`src/rtl/traffic_ctrl_if.sv`:
```
// rtl/traffic_ctrl_if.sv - enable input plus lamp/countdown outputs of the traffic controller
interface traffic_ctrl_if;
   logic       en;
   logic [2:0] main_light;
   logic [2:0] side_light;
   logic [5:0] bin;
   logic [1:0] phase;

   modport master (input en, output main_light, side_light, bin, phase);
   modport slave  (output en, input main_light, side_light, bin, phase);
endinterface

```
`src/rtl/traffic_ctrl.sv`:
```
// rtl/traffic_ctrl.sv - two-road traffic light sequencer with one-second prescaler and countdown
module traffic_ctrl #(
   parameter int CLK_DIV      = 50000000,
   parameter int T_MAIN_GREEN = 30,
   parameter int T_SIDE_GREEN = 20,
   parameter int T_YELLOW     = 3
) (
   input logic            clk,
   input logic            rst_n,
   traffic_ctrl_if.master bus
);

   generate
      if (CLK_DIV < 2 ||
          T_MAIN_GREEN < 1 || T_MAIN_GREEN > 59 ||
          T_SIDE_GREEN < 1 || T_SIDE_GREEN > 59 ||
          T_YELLOW < 1 || T_YELLOW > 59) begin : g_bad_param
         $error("traffic_ctrl: parameter out of range");
      end
   endgenerate

   localparam int              DW       = $clog2(CLK_DIV);
   localparam logic [DW-1:0]   DIV_LAST = DW'(CLK_DIV - 1);

   typedef enum logic [1:0] {
      MAIN_GREEN  = 2'd0,
      MAIN_YELLOW = 2'd1,
      SIDE_GREEN  = 2'd2,
      SIDE_YELLOW = 2'd3
   } state_t;

   logic [DW-1:0] div_cnt;
   logic          tick;
   state_t        state_q, state_d;
   logic [5:0]    bin_q, bin_d;

   function automatic logic [5:0] duration(input state_t s);
      case (s)
         MAIN_GREEN:  duration = 6'(T_MAIN_GREEN);
         MAIN_YELLOW: duration = 6'(T_YELLOW);
         SIDE_GREEN:  duration = 6'(T_SIDE_GREEN);
         default:     duration = 6'(T_YELLOW);
      endcase
   endfunction

   // en low holds div_cnt where it is so the partial second is not lost
   assign tick = bus.en && (div_cnt == DIV_LAST);

   always_ff @(posedge clk or negedge rst_n) begin
      if (!rst_n) begin
         div_cnt <= '0;
      end else if (bus.en) begin
         div_cnt <= tick ? '0 : div_cnt + 1'b1;
      end
   end

   always_ff @(posedge clk or negedge rst_n) begin
      if (!rst_n) begin
         state_q <= MAIN_GREEN;
         bin_q   <= 6'(T_MAIN_GREEN);
      end else begin
         state_q <= state_d;
         bin_q   <= bin_d;
      end
   end

   always_comb begin
      state_d = state_q;
      bin_d   = bin_q;
      if (tick) begin
         if (bin_q == 6'd1) begin
            case (state_q)
               MAIN_GREEN:  state_d = MAIN_YELLOW;
               MAIN_YELLOW: state_d = SIDE_GREEN;
               SIDE_GREEN:  state_d = SIDE_YELLOW;
               default:     state_d = MAIN_GREEN;
            endcase
            bin_d = duration(state_d);
         end else begin
            bin_d = bin_q - 6'd1;
         end
      end
   end

   // Lamps decode straight from the state register; red is the default for each road
   always_comb begin
      bus.main_light = 3'b100;
      bus.side_light = 3'b100;
      case (state_q)
         MAIN_GREEN:  bus.main_light = 3'b001;
         MAIN_YELLOW: bus.main_light = 3'b010;
         SIDE_GREEN:  bus.side_light = 3'b001;
         default:     bus.side_light = 3'b010;
      endcase
   end

   assign bus.phase = state_q;
   assign bus.bin   = bin_q;

endmodule

```
`src/flat_wrapper.sv`:
```
// flat-port wrapper written by rule: the top's interface ports become plain ports
module traffic_ctrl_flat 
#(
   parameter int CLK_DIV      = 50000000,
   parameter int T_MAIN_GREEN = 30,
   parameter int T_SIDE_GREEN = 20,
   parameter int T_YELLOW     = 3
)
  (clk, rst_n, bus_en, bus_main_light, bus_side_light, bus_bin, bus_phase);
  traffic_ctrl_if bus_i ();
  input logic clk;
  input logic rst_n;
  input wire logic [$bits(bus_i.en)-1:0] bus_en;
  output wire logic [$bits(bus_i.main_light)-1:0] bus_main_light;
  output wire logic [$bits(bus_i.side_light)-1:0] bus_side_light;
  output wire logic [$bits(bus_i.bin)-1:0] bus_bin;
  output wire logic [$bits(bus_i.phase)-1:0] bus_phase;
  assign bus_i.en = bus_en;
  assign bus_main_light = bus_i.main_light;
  assign bus_side_light = bus_i.side_light;
  assign bus_bin = bus_i.bin;
  assign bus_phase = bus_i.phase;
  traffic_ctrl #(.CLK_DIV(CLK_DIV), .T_MAIN_GREEN(T_MAIN_GREEN), .T_SIDE_GREEN(T_SIDE_GREEN), .T_YELLOW(T_YELLOW)) u_core (.clk(clk), .rst_n(rst_n), .bus(bus_i));
endmodule
```
`config.mk`:
```
export PLATFORM = sky130hd
export DESIGN_NAME = traffic_ctrl_flat
export DESIGN_NICKNAME = d
export VERILOG_FILES = /design/src/rtl/traffic_ctrl_if.sv /design/src/rtl/traffic_ctrl.sv /design/src/flat_wrapper.sv
export SDC_FILE = /design/constraint.sdc
export NUM_CORES = 1
export LEC_CHECK = 0
export ABC_CLOCK_PERIOD_IN_PS = 2900
export BUFFER_PORTS_ARGS = -buffer_cell sky130_fd_sc_hd__buf_2
export CAP_MARGIN = 20
export CORE_MARGIN = 2
export CORE_UTILIZATION = 46
export CTS_CLUSTER_SIZE = 20
export DETAILED_ROUTE_END_ITERATION = 7
export GPL_ROUTABILITY_DRIVEN = 0
export PLACE_DENSITY_LB_ADDON = 0.25
export SLEW_MARGIN = 20
export SYNTH_ARGS = -nofsm -noshare
export SYNTH_HDL_FRONTEND = slang
export SYNTH_SLANG_ARGS = --single-unit
```
`constraint.sdc`:
```
create_clock -name clk -period 2.9 [get_ports clk]
set_input_delay 0.725 -clock clk [delete_from_list [all_inputs] [get_ports clk]]
set_output_delay 0.725 -clock clk [all_outputs]
set_load 0.005 [all_outputs]
```
==> reports/results.txt, run 1 <==
Multi-input gate area: 961 um2
DRT Wirelength: 4.06 mm
Crit path kind: flop to flop
Starting Density: 47.3%
Max stage delay on crit path: 0.50 ns
First-pass GRT wire length: 6.80 mm
Min-delay worst type: input port to async pin
Worst-Skew Late Latency: 0.29 ns
Unrepaired setup endpoints after global routing: false
Overflow after GRT: 0
Initial antenna violation count: 0
Reg area: 856 um2
Final min period: 2.26 ns
Largest net degree at the start of global routing: 35
Share of cells above drive strength 1: 16.6%
Slew @ Worst Pin: 0.735 ns
Seq pwr share: 56.5%
Post-CTS Repair Setup Buffers: 0
CTS Sinks: 34
Worst-path clk slew: 0.06 ns
CP bufs+invs: 0
Final Net Count: 222
Total GRT Usage: 19.9%
Hold slack: 0.491 ns
TritonCTS buffer count: 5
Power Internal: 719 uW
PortBufs: 16
Fmax: 443 MHz
Clock buffer depth: 2
# fillers: 361
Final hold vios: 0
Worst Path Required: 3.07 ns
Row cnt: 23
Vias in the first global route: 1,456
Power Dens Cells: 464 nW/um2
CP Launch Type: flop
Post-synth EDFFs: 0
Fraction of registers with async set or reset after synthesis: 100%
Commonest non-fill, non-tap cell in the layout: dfrtp_1
Max capacitance violation total: 0
Clk pwr share: 33.7%
Final Cycle Share: 77.9%
Syn-to-layout area delta: 11.6%
Vert. Die Dim: 67.9 um
CP top delay family: simple AND/OR/NAND/NOR gates
Synth unique cells: 43
Sequential area share after synthesis: 45.6%
Psw: 254 uW
Syn nets: 200
H-tree depth: 2
Final Skew: 0.00356 ns
Yosys reg bits: 34
Maximum fanout along the worst path: 6
Setup_tns: 0 ns
Hold Buf Count CTS: 0
CTS root buf: clkbuf_8
Syn Std Cell Area: 1880 um2
Maximum vdd drop: 0.000396 V
Diode count: 0
Post-DRT Antenna Nets: 0
TritonCTS clock tree: yes
Die width: 67.9 um
Yosys Warn Count: 0
Place WS: 0.482 ns
Crit-path slowest cell: or4b_1
Worst EP arrival: 2.43 ns
Pins over their slew limit: 0
Top_reg_cell synth: dfrtp_1
Outcome: complete, no violations
Most frequent cells in the layout: dfrtp_1 (30), buf_2 (16), o21ai_0 (12), nand2_1 (11), inv_1 (10)
Per-cell routed wire length: 15.5 um
Post-Syn Area per Cell: 9.94 um2
Vias: 1,541
Pleak: 0.940 nW
Full die area: 4610 um2
Syn Inst Count: 189
PnR worst setup slack: 0.640 ns
Endpoints failing setup: 0
DRC viols: 0
Core area: 3970 um2
Post-cts repair resize count: 0
Switching Share: 26.1%
Gate power share: 9.8%
Drt via density: 5.90
HPWL after DPL: 2.85 mm
DR pass1 iterations: 4
Worst rel slew slack: 51.0%
CP cell instances: ha_1, or4b_1, or2_1, nor4_2, mux2_1
IO Pins: 17
Iter 0 DRT Violations: 84
Setup crit end kind: flop
[final timing paths]
| kind | to | slack [ns] | from | depth (start not counted) |
|---|---|---|---|---|
| worst min-delay path | u_core.bus.bin[0]$_DFFE_PN0N_ | 0.49 | rst_n | 1 |
| worst max-delay path | u_core.bus.phase[1]$_DFFE_PN0P_ | 0.64 | u_core.bus.bin[0]$_DFFE_PN0N_ | 5 |
| min in group clk | u_core.div_cnt[25]$_DFFE_PN0P_ | 0.49 | u_core.div_cnt[25]$_DFFE_PN0P_ | 1 |
| worst min register to register | u_core.div_cnt[25]$_DFFE_PN0P_ | 0.49 | u_core.div_cnt[25]$_DFFE_PN0P_ | 1 |
| worst max register to register | u_core.bus.phase[1]$_DFFE_PN0P_ | 0.64 | u_core.bus.bin[0]$_DFFE_PN0N_ | 5 |
| max in group asynchronous | u_core.div_cnt[11]$_DFFE_PN0P_ | 1.93 | rst_n | 1 |
[worst reg2reg max path: cells and delay by family, from the launching register on]
family,cells,cell delay [ns]
and+or+nand+nor,3,1.12
DFF,1,0.45
muxes,1,0.37
adders and majority gates,1,0.21
[cells by family (layout without fill, tap and decap cells)]
logic type	after synthesis	count (layout)	synth area share (%)
simple gates	80	80	25.4
compound gates	34	34	10.9
flops	34	34	45.6
buf+inv	14	36	3.26
xor+xnor	13	13	6.06
fa+ha+maj	8	8	5.33
mux	6	6	3.40
[registers in the layout, summed over array words and instances, names as in the netlist]
name	flops
u_core.bus.bin	6
u_core.div_cnt	26
u_core.bus.phase	2
[synth_stat cells, drive strengths merged (3+ instances only)]
cell type | number | area, um2
a21oi | 9 | 45.0
nor4 | 3 | 25.0
and3 | 5 | 31.3
nor2 | 8 | 30.0
nand2b | 3 | 18.8
o21ai | 12 | 60.1
nand3 | 9 | 45.0
inv | 10 | 37.5
or4 | 8 | 63.8
xor2 | 6 | 52.6
mux2i | 3 | 30.0
nand4 | 8 | 56.3
nand2 | 11 | 41.3
ha | 8 | 100
dfrtp | 30 | 751
or2 | 3 | 18.8
or3 | 4 | 25.0
o31ai | 7 | 52.6
nor3 | 8 | 40.0
dfstp | 4 | 105
xnor2 | 7 | 61.3
mux2 | 3 | 33.8
[layout make-up]
class,instances,area share [%]
Inverter,10,1.79
Multi-Input combinational cell,141,45.9
Clock buffer,7,3.64
Sequential cell,34,40.8
Tap cell,50,2.99
Timing Repair Buffer,19,4.90
[power groups by stage]
stage | Clock, mW | Sequential (mW) | Combinational (mW)
4_1_cts | 0.335 | 0.549 | 0.0967
6_report | 0.328 | 0.550 | 0.0953
5_1_grt | 0.355 | 0.557 | 0.108
3_5_place_dp | 0 | 0.557 | 0.0958
2_1_floorplan | 0 | 0.548 | 0.0695
3_3_place_gp | 0 | 0.556 | 0.0933
[per-stage QoR]
stage / power, mW / util [%] / std cells / cell area, um2
global route: 1.02 / 52.8 / 261 / 2100
finish: 0.973 / 52.8 / 261 / 2100
floorplan: 0.618 / - / 189 / 1880
detailed placement: 0.653 / 50.9 / 254 / 2020
CTS: 0.982 / 52.8 / 261 / 2100
global placement: 0.649 / 50.9 / 254 / 2020
[metal layers]
layer	global-route usage (%)	share of wire, %	up-vias
met4	8.00	1.4	0
met2	30.6	48	35
met1	26.9	47	757
met3	5.10	3.7	8
li1	-	-	741
met5	0	0	-
Power figures use the tool's default switching activity.
==> run 2: changes to the inputs <==
ABC_CLOCK_PERIOD_IN_PS = 2140   (was 2900)
clock period = 2.14 ns   (was 2.9 ns; I/O delays follow)
==> run 2 against run 1 <==
Compared with the run above: sequential power grew 36%; via count grew 3.4%; combinational power grew 83%; count of clock-buffer cells in the layout shrank 1; total power grew 43%; hold slack lost 0.16 ns; first-iteration DRC count grew 48%; design area grew 7.2%; flip-flop and latch count is the same; critical endpoint is now u_core.bus.bin[1]$_DFFE_PN1N_; largest cell class unchanged.
==> reports/results.txt, run 2 (same netlist as run 1, synthesis figures left out) <==
Commonest non-fill, non-tap cell in the layout: dfrtp_1
Slew @ Worst Pin: 0.774 ns (+0.0392 ns)
DR pass1 iterations: 5 (+1)
Worst-Skew Late Latency: 0.28 ns (about the same)
Min-delay worst type: input port to async pin
TritonCTS clock tree: yes
Worst Path Required: 2.35 ns (-0.72 ns)
Final min period: 2.06 ns (-0.196 ns)
Crit path kind: flop to flop
Cell Area, Placed: 2100 um2 (+4.1%)
Dpl cells: 265 (+4.3%)
Full die area: 4610 um2 (unchanged)
PortBufs: 16 (unchanged)
Setup crit end kind: flop
Vert. Die Dim: 67.9 um (unchanged)
Total GRT Usage: 19.9% (about the same)
Initial antenna violation count: 0 (unchanged)
Place WS: 0.0186 ns (-0.464 ns)
Worst rel slew slack: 48.4% (-2.6 points)
IO Pins: 17 (unchanged)
Max capacitance violation total: 0 (unchanged)
Power Internal: 1.03 mW (+43%)
HPWL after DPL: 2.96 mm (+3.8%)
CTS Sinks: 34 (unchanged)
Vias: 1,593 (+3.4%)
Final Power: 1.40 mW (+43%)
Non-Filler Instances: 275 (+5.4%)
Syn-to-layout area delta: 19.6%
Most frequent cells in the layout: dfrtp_1 (29), buf_4 (18), buf_2 (16), o21ai_0 (11), nand2_1 (11)
Final Skew: 0.00501 ns (+0.00145 ns)
Iter 0 DRT Violations: 124 (+48%)
Maximum fanout along the worst path: 4 (-2)
Clock buffer depth: 2 (unchanged)
Clk pwr share: 34.0% (+0.3 points)
Max reg flops: 26 (unchanged)
Row cnt: 23 (unchanged)
Worst EP arrival: 2.28 ns (-0.15 ns)
First-pass GRT wire length: 6.84 mm (+0.71%)
Hold Buf Count CTS: 0 (unchanged)
Endpoints failing setup: 0 (unchanged)
Maximum vdd drop: 0.000559 V (+41%)
Starting Density: 47.3% (unchanged)
Switching Share: 26.2% (+0.10 points)
Power Dens Cells: 621 nW/um2 (+34%)
TritonCTS buffer count: 5 (unchanged)
Hold slack: 0.326 ns (-0.165 ns)
Crit-path slowest cell: or4b_4
DRT Wirelength: 4.16 mm (+2.7%)
H-tree depth: 2 (unchanged)
Post-DRT Antenna Nets: 0 (unchanged)
Core area: 3970 um2 (unchanged)
Diode count: 0 (unchanged)
Top reg by flops: u_core.div_cnt
Pleak: 1.03 nW (+9.9%)
Final Net Count: 237 (+6.8%)
Vias in the first global route: 1,532 (+5.2%)
Util after Layout: 56.6% (+3.8 points)
CTS root buf: clkbuf_8
Seq pwr share: 53.6% (-2.9 points)
Setup_tns: 0 ns (unchanged)
PnR worst setup slack: 0.0760 ns (-0.564 ns)
Die width: 67.9 um (unchanged)
Share of cells above drive strength 1: 25.8% (+9.2 points)
CP Launch Type: flop
Largest net degree at the start of global routing: 35 (unchanged)
Outcome: complete, no violations
Gate power share: 12.5% (+2.7 points)
Overflow after GRT: 0 (unchanged)
Per-cell routed wire length: 15.1 um (-2.5%)
Drt via density: 5.79 (-1.9%)
Final Cycle Share: 96.5% (+19 points)
Final hold vios: 0 (unchanged)
Pins over their slew limit: 0 (unchanged)
Final instance area: 2250 um2 (+7.2%)
DRC viols: 0 (unchanged)
Psw: 366 uW (+44%)
Fmax: 484 MHz (+9.5%)
CP cell instances: inv_1, ha_2, or4b_4, or2_4, buf_4, mux2_1, o21ai_1
Max stage delay on crit path: 0.49 ns (about the same)
Worst-path clk slew: 0.07 ns (about the same)
-- run 2: changes by cell type in the layout (fill, tap and decap cells not counted), moves of 2 or more --
cell	delta
clkbuf_1	-2
buf_4	+15
ha_1	-2
ha_2	+2
-- run 2: routing by layer --
metal  wire length [um]  GRT usage [%]  vias up
met2               2090           33.1       36
li1                   -              -      771
met1               1850           25.5      775
met3                160           3.95       11
met5                  0              0        -
met4                 64           8.00        0
-- run 2: worst paths after layout --
path                                                 from                               to  slack (ns)  cells after the start
setup / recovery            u_core.bus.bin[1]$_DFFE_PN1N_    u_core.bus.bin[1]$_DFFE_PN1N_        0.08                      7
hold / removal                                      rst_n  u_core.bus.phase[1]$_DFFE_PN0P_        0.33                      1
setup reg to reg            u_core.bus.bin[1]$_DFFE_PN1N_    u_core.bus.bin[1]$_DFFE_PN1N_        0.08                      7
hold reg to reg            u_core.div_cnt[25]$_DFFE_PN0P_   u_core.div_cnt[25]$_DFFE_PN0P_        0.46                      1
max in group asynchronous                           rst_n    u_core.div_cnt[3]$_DFFE_PN0P_        1.28                      1
min in group clk           u_core.div_cnt[25]$_DFFE_PN0P_   u_core.div_cnt[25]$_DFFE_PN0P_        0.46                      1
-- run 2: worst max-delay path: cells and delay by family (launching register included) --
| family | cells | cell delay (ns) |
|---|---|---|
| adder cells (fa/ha/maj) | 1 | 0.19 |
| AO/OA/AOI/OAI | 1 | 0.13 |
| multiplexers | 1 | 0.30 |
| flip-flops | 1 | 0.38 |
| buffers and inverters | 2 | 0.24 |
| AND/OR/NAND/NOR | 2 | 0.75 |
-- run 2: final cells by class --
type                       instances  area [um2]
fill                             342        1730
sequential                        34         857
multi-input combinational        141         991
tap                               50        62.6
timing repair buffer              34         215
inverter                          10        37.5
clock buffer                       6        82.6
-- run 2: repair_timing --
item,CTS,global route
buffers inserted,0,4
gates resized for setup,0,9
setup endpoints to repair,0,15
-- run 2: power by group through the flow --
stage                     clock [mW]  sequential [mW]  combinational, mW
after floorplan                    0            0.743             0.0942
after global placement             0            0.757              0.133
after detailed placement           0            0.760              0.137
after CTS                      0.487            0.748              0.138
after global routing           0.509            0.752              0.197
final                          0.474            0.747              0.174
==> run 3: changes to the inputs <==
CTS_BUF_LIST = sky130_fd_sc_hd__clkbuf_4   (was unset)
SETUP_SLACK_MARGIN = 0.3   (was unset)
==> run 3 against run 2 <==
Compared with the run above: flip-flop and latch count unchanged; global-route usage rose by 5.1 points; sequential share of layout area fell by 6.4 points; die area did not move; non-clock buffer count rose by 23; first-iteration DRC count decreased by 34%; combinational power rose by 62%; clock power is 26% higher; register-to-register slack improved by 0.05 ns; critical path depth rose by 1; sequential power is 2% lower; hold slack worse by 0.094 ns; critical endpoint is now u_core.bus.bin[3]$_DFFE_PN1N_; largest power group unchanged; highest routed layer unchanged.
==> reports/results.txt, run 3 (same netlist as run 1, synthesis figures left out) <==
IO Pins: 17 (unchanged)
# fillers: 282 (-18%)
CP cell instances: inv_2, ha_4, or4b_4, or2_4, buf_4, buf_6, mux2i_2, a22o_1
Pins over their slew limit: 0 (unchanged)
Dpl cells: 259 (-2.3%)
CP bufs+invs: 3 (+1)
Iter 0 DRT Violations: 82 (-34%)
Worst Path Required: 2.44 ns (+0.09 ns)
Total GRT Usage: 25.0% (+5.1 points)
R2R depth: 8 (+1)
Post-DRT Antenna Nets: 0 (unchanged)
Unrepaired setup endpoints after global routing: true
Hold slack: 0.233 ns (-0.0936 ns)
Initial antenna violation count: 0 (unchanged)
Full die area: 4610 um2 (unchanged)
Worst r2r src: u_core.bus.bin[1]$_DFFE_PN1N_
RR Endpoint: u_core.bus.bin[3]$_DFFE_PN1N_
Maximum fanout along the worst path: 3 (-1)
Max stage delay on crit path: 0.46 ns (-0.03 ns)
Overflow after GRT: 0 (unchanged)
Final Power: 1.61 mW (+15%)
Hold Buf Count CTS: 0 (unchanged)
Worst-Skew Late Latency: 0.36 ns (+0.08 ns)
CTS root buf: clkbuf_4
Final Cycle Share: 94.2% (-2.3 points)
Drt via density: 5.94 (+2.6%)
TritonCTS buffer count: 5 (unchanged)
Clock buffer depth: 2 (unchanged)
Outcome: complete, no violations
Worst rel slew slack: 48.1% (-0.29 points)
Final Net Count: 262 (+11%)
Commonest non-fill, non-tap cell in the layout: buf_4
Worst-path clk slew: 0.12 ns (+0.05 ns)
Endpoints failing setup: 0 (unchanged)
PortBufs: 16 (unchanged)
Crit path capture: u_core.bus.bin[3]$_DFFE_PN1N_
H-tree depth: 2 (unchanged)
Starting Density: 47.3% (unchanged)
Final hold vios: 0 (unchanged)
DRC viols: 0 (unchanged)
CP Launch Type: flop
Per-cell routed wire length: 18.1 um (+19%)
R2R Setup Slk: 0.13 ns (+0.05 ns)
Setup_tns: 0 ns (unchanged)
CTS Sinks: 34 (unchanged)
TritonCTS clock tree: yes
Reg area: 865 um2 (+0.88%)
Row cnt: 23 (unchanged)
DR pass1 iterations: 4 (-1)
CP top delay family: simple AND/OR/NAND/NOR gates
Power Dens Cells: 590 nW/um2 (-5.0%)
Most frequent cells in the layout: buf_4 (38), dfrtp_1 (23), buf_2 (15), nand2_1 (11), o21ai_0 (10)
Maximum vdd drop: 0.000478 V (-14%)
Min-delay worst type: input port to async pin
Critical path depth in cells: 8 (+1)
Max reg flops: 26 (unchanged)
Crit path kind: flop to flop
Top reg by flops: u_core.div_cnt
Setup crit end kind: flop
First-pass GRT wire length: 8.40 mm (+23%)
Final Skew: 0.0222 ns (+0.0172 ns)
Max capacitance violation total: 0 (unchanged)
Fmax: 496 MHz (+2.4%)
Non-Filler Instances: 302 (+9.8%)
Vert. Die Dim: 67.9 um (unchanged)
Vias in the first global route: 1,775 (+16%)
Place WS: 0.0617 ns (+0.0431 ns)
Multi-input gate area: 1250 um2 (+26%)
DRT Wirelength: 5.46 mm (+31%)
Pleak: 1.22 nW (+18%)
Diode count: 0 (unchanged)
Crit-path slowest cell: or4b_4
Slew @ Worst Pin: 0.779 ns (+0.00429 ns)
Vias: 1,795 (+13%)
Setup crit start: u_core.bus.bin[1]$_DFFE_PN1N_
Final min period: 2.01 ns (-0.0492 ns)
Core area: 3970 um2 (unchanged)
Worst EP arrival: 2.32 ns (+0.04 ns)
PnR worst setup slack: 0.125 ns (+0.0492 ns)
HPWL after DPL: 3.03 mm (+2.5%)
Die width: 67.9 um (unchanged)
Share of cells above drive strength 1: 48.8% (+23 points)
Syn-to-layout area delta: 45.0%
Largest net degree at the start of global routing: 35 (unchanged)
## run 3: changes by cell type in the layout (fill, tap and decap cells not counted), moves of 5 or more
cell      previous run  this run
buf_4               18        38
clkbuf_4             0         5
clkbuf_8             6         0
dfrtp_1             29        23
dfrtp_2              1         7
ha_4                 0         5
## run 3: stage by stage
step | utilization [%] | cell area (um2)
global route | 68.6 | 2720
floorplan | - | 1890
detailed placement | 52.0 | 2070
global placement | 52.0 | 2070
finish | 68.6 | 2720
CTS | 62.4 | 2480
## run 3: final cells by class
cell class                 instances  share of cell area, %
clock inverter                     3                   2.34
timing repair buffer              57                   14.9
multi-input combinational        143                   46.0
tap                               50                   2.30
sequential                        34                   31.7
clock buffer                       5                   1.38
inverter                          10                   1.38
## run 3: metal layers
metal	vias to the layer above	global-route usage, %	share of wire [%]
met5	-	0	0
met4	0	12.3	2.0
met3	13	5.10	4.3
met2	45	42.5	51
met1	909	30.2	42
li1	828	-	-
## run 3: repair_timing
item	CTS	global route
pin swaps	11	11
endpoints found under the setup margin	22	31
gates resized for setup	25	39
buffers inserted	25	8
cloned	2	0
## run 3: power breakdown
group          switching [mW]  internal, mW
sequential             0.0408         0.688
clock                   0.236         0.360
combinational           0.139         0.144
total                   0.415          1.19
## run 3: worst min path at each step
stage / to / slack, ns / cells after the start
finish: u_core.bus.bin[0]$_DFFE_PN0N_ / 0.23 / 1
global route: u_core.bus.bin[0]$_DFFE_PN0N_ / 0.28 / 1
CTS: u_core.bus.bin[0]$_DFFE_PN0N_ / 0.26 / 1
detailed placement: u_core.div_cnt[25]$_DFFE_PN0P_ / 0.47 / 1
global placement: u_core.div_cnt[25]$_DFFE_PN0P_ / 0.46 / 1
floorplan: u_core.bus.bin[0]$_DFFE_PN0N_ / 0.24 / 0
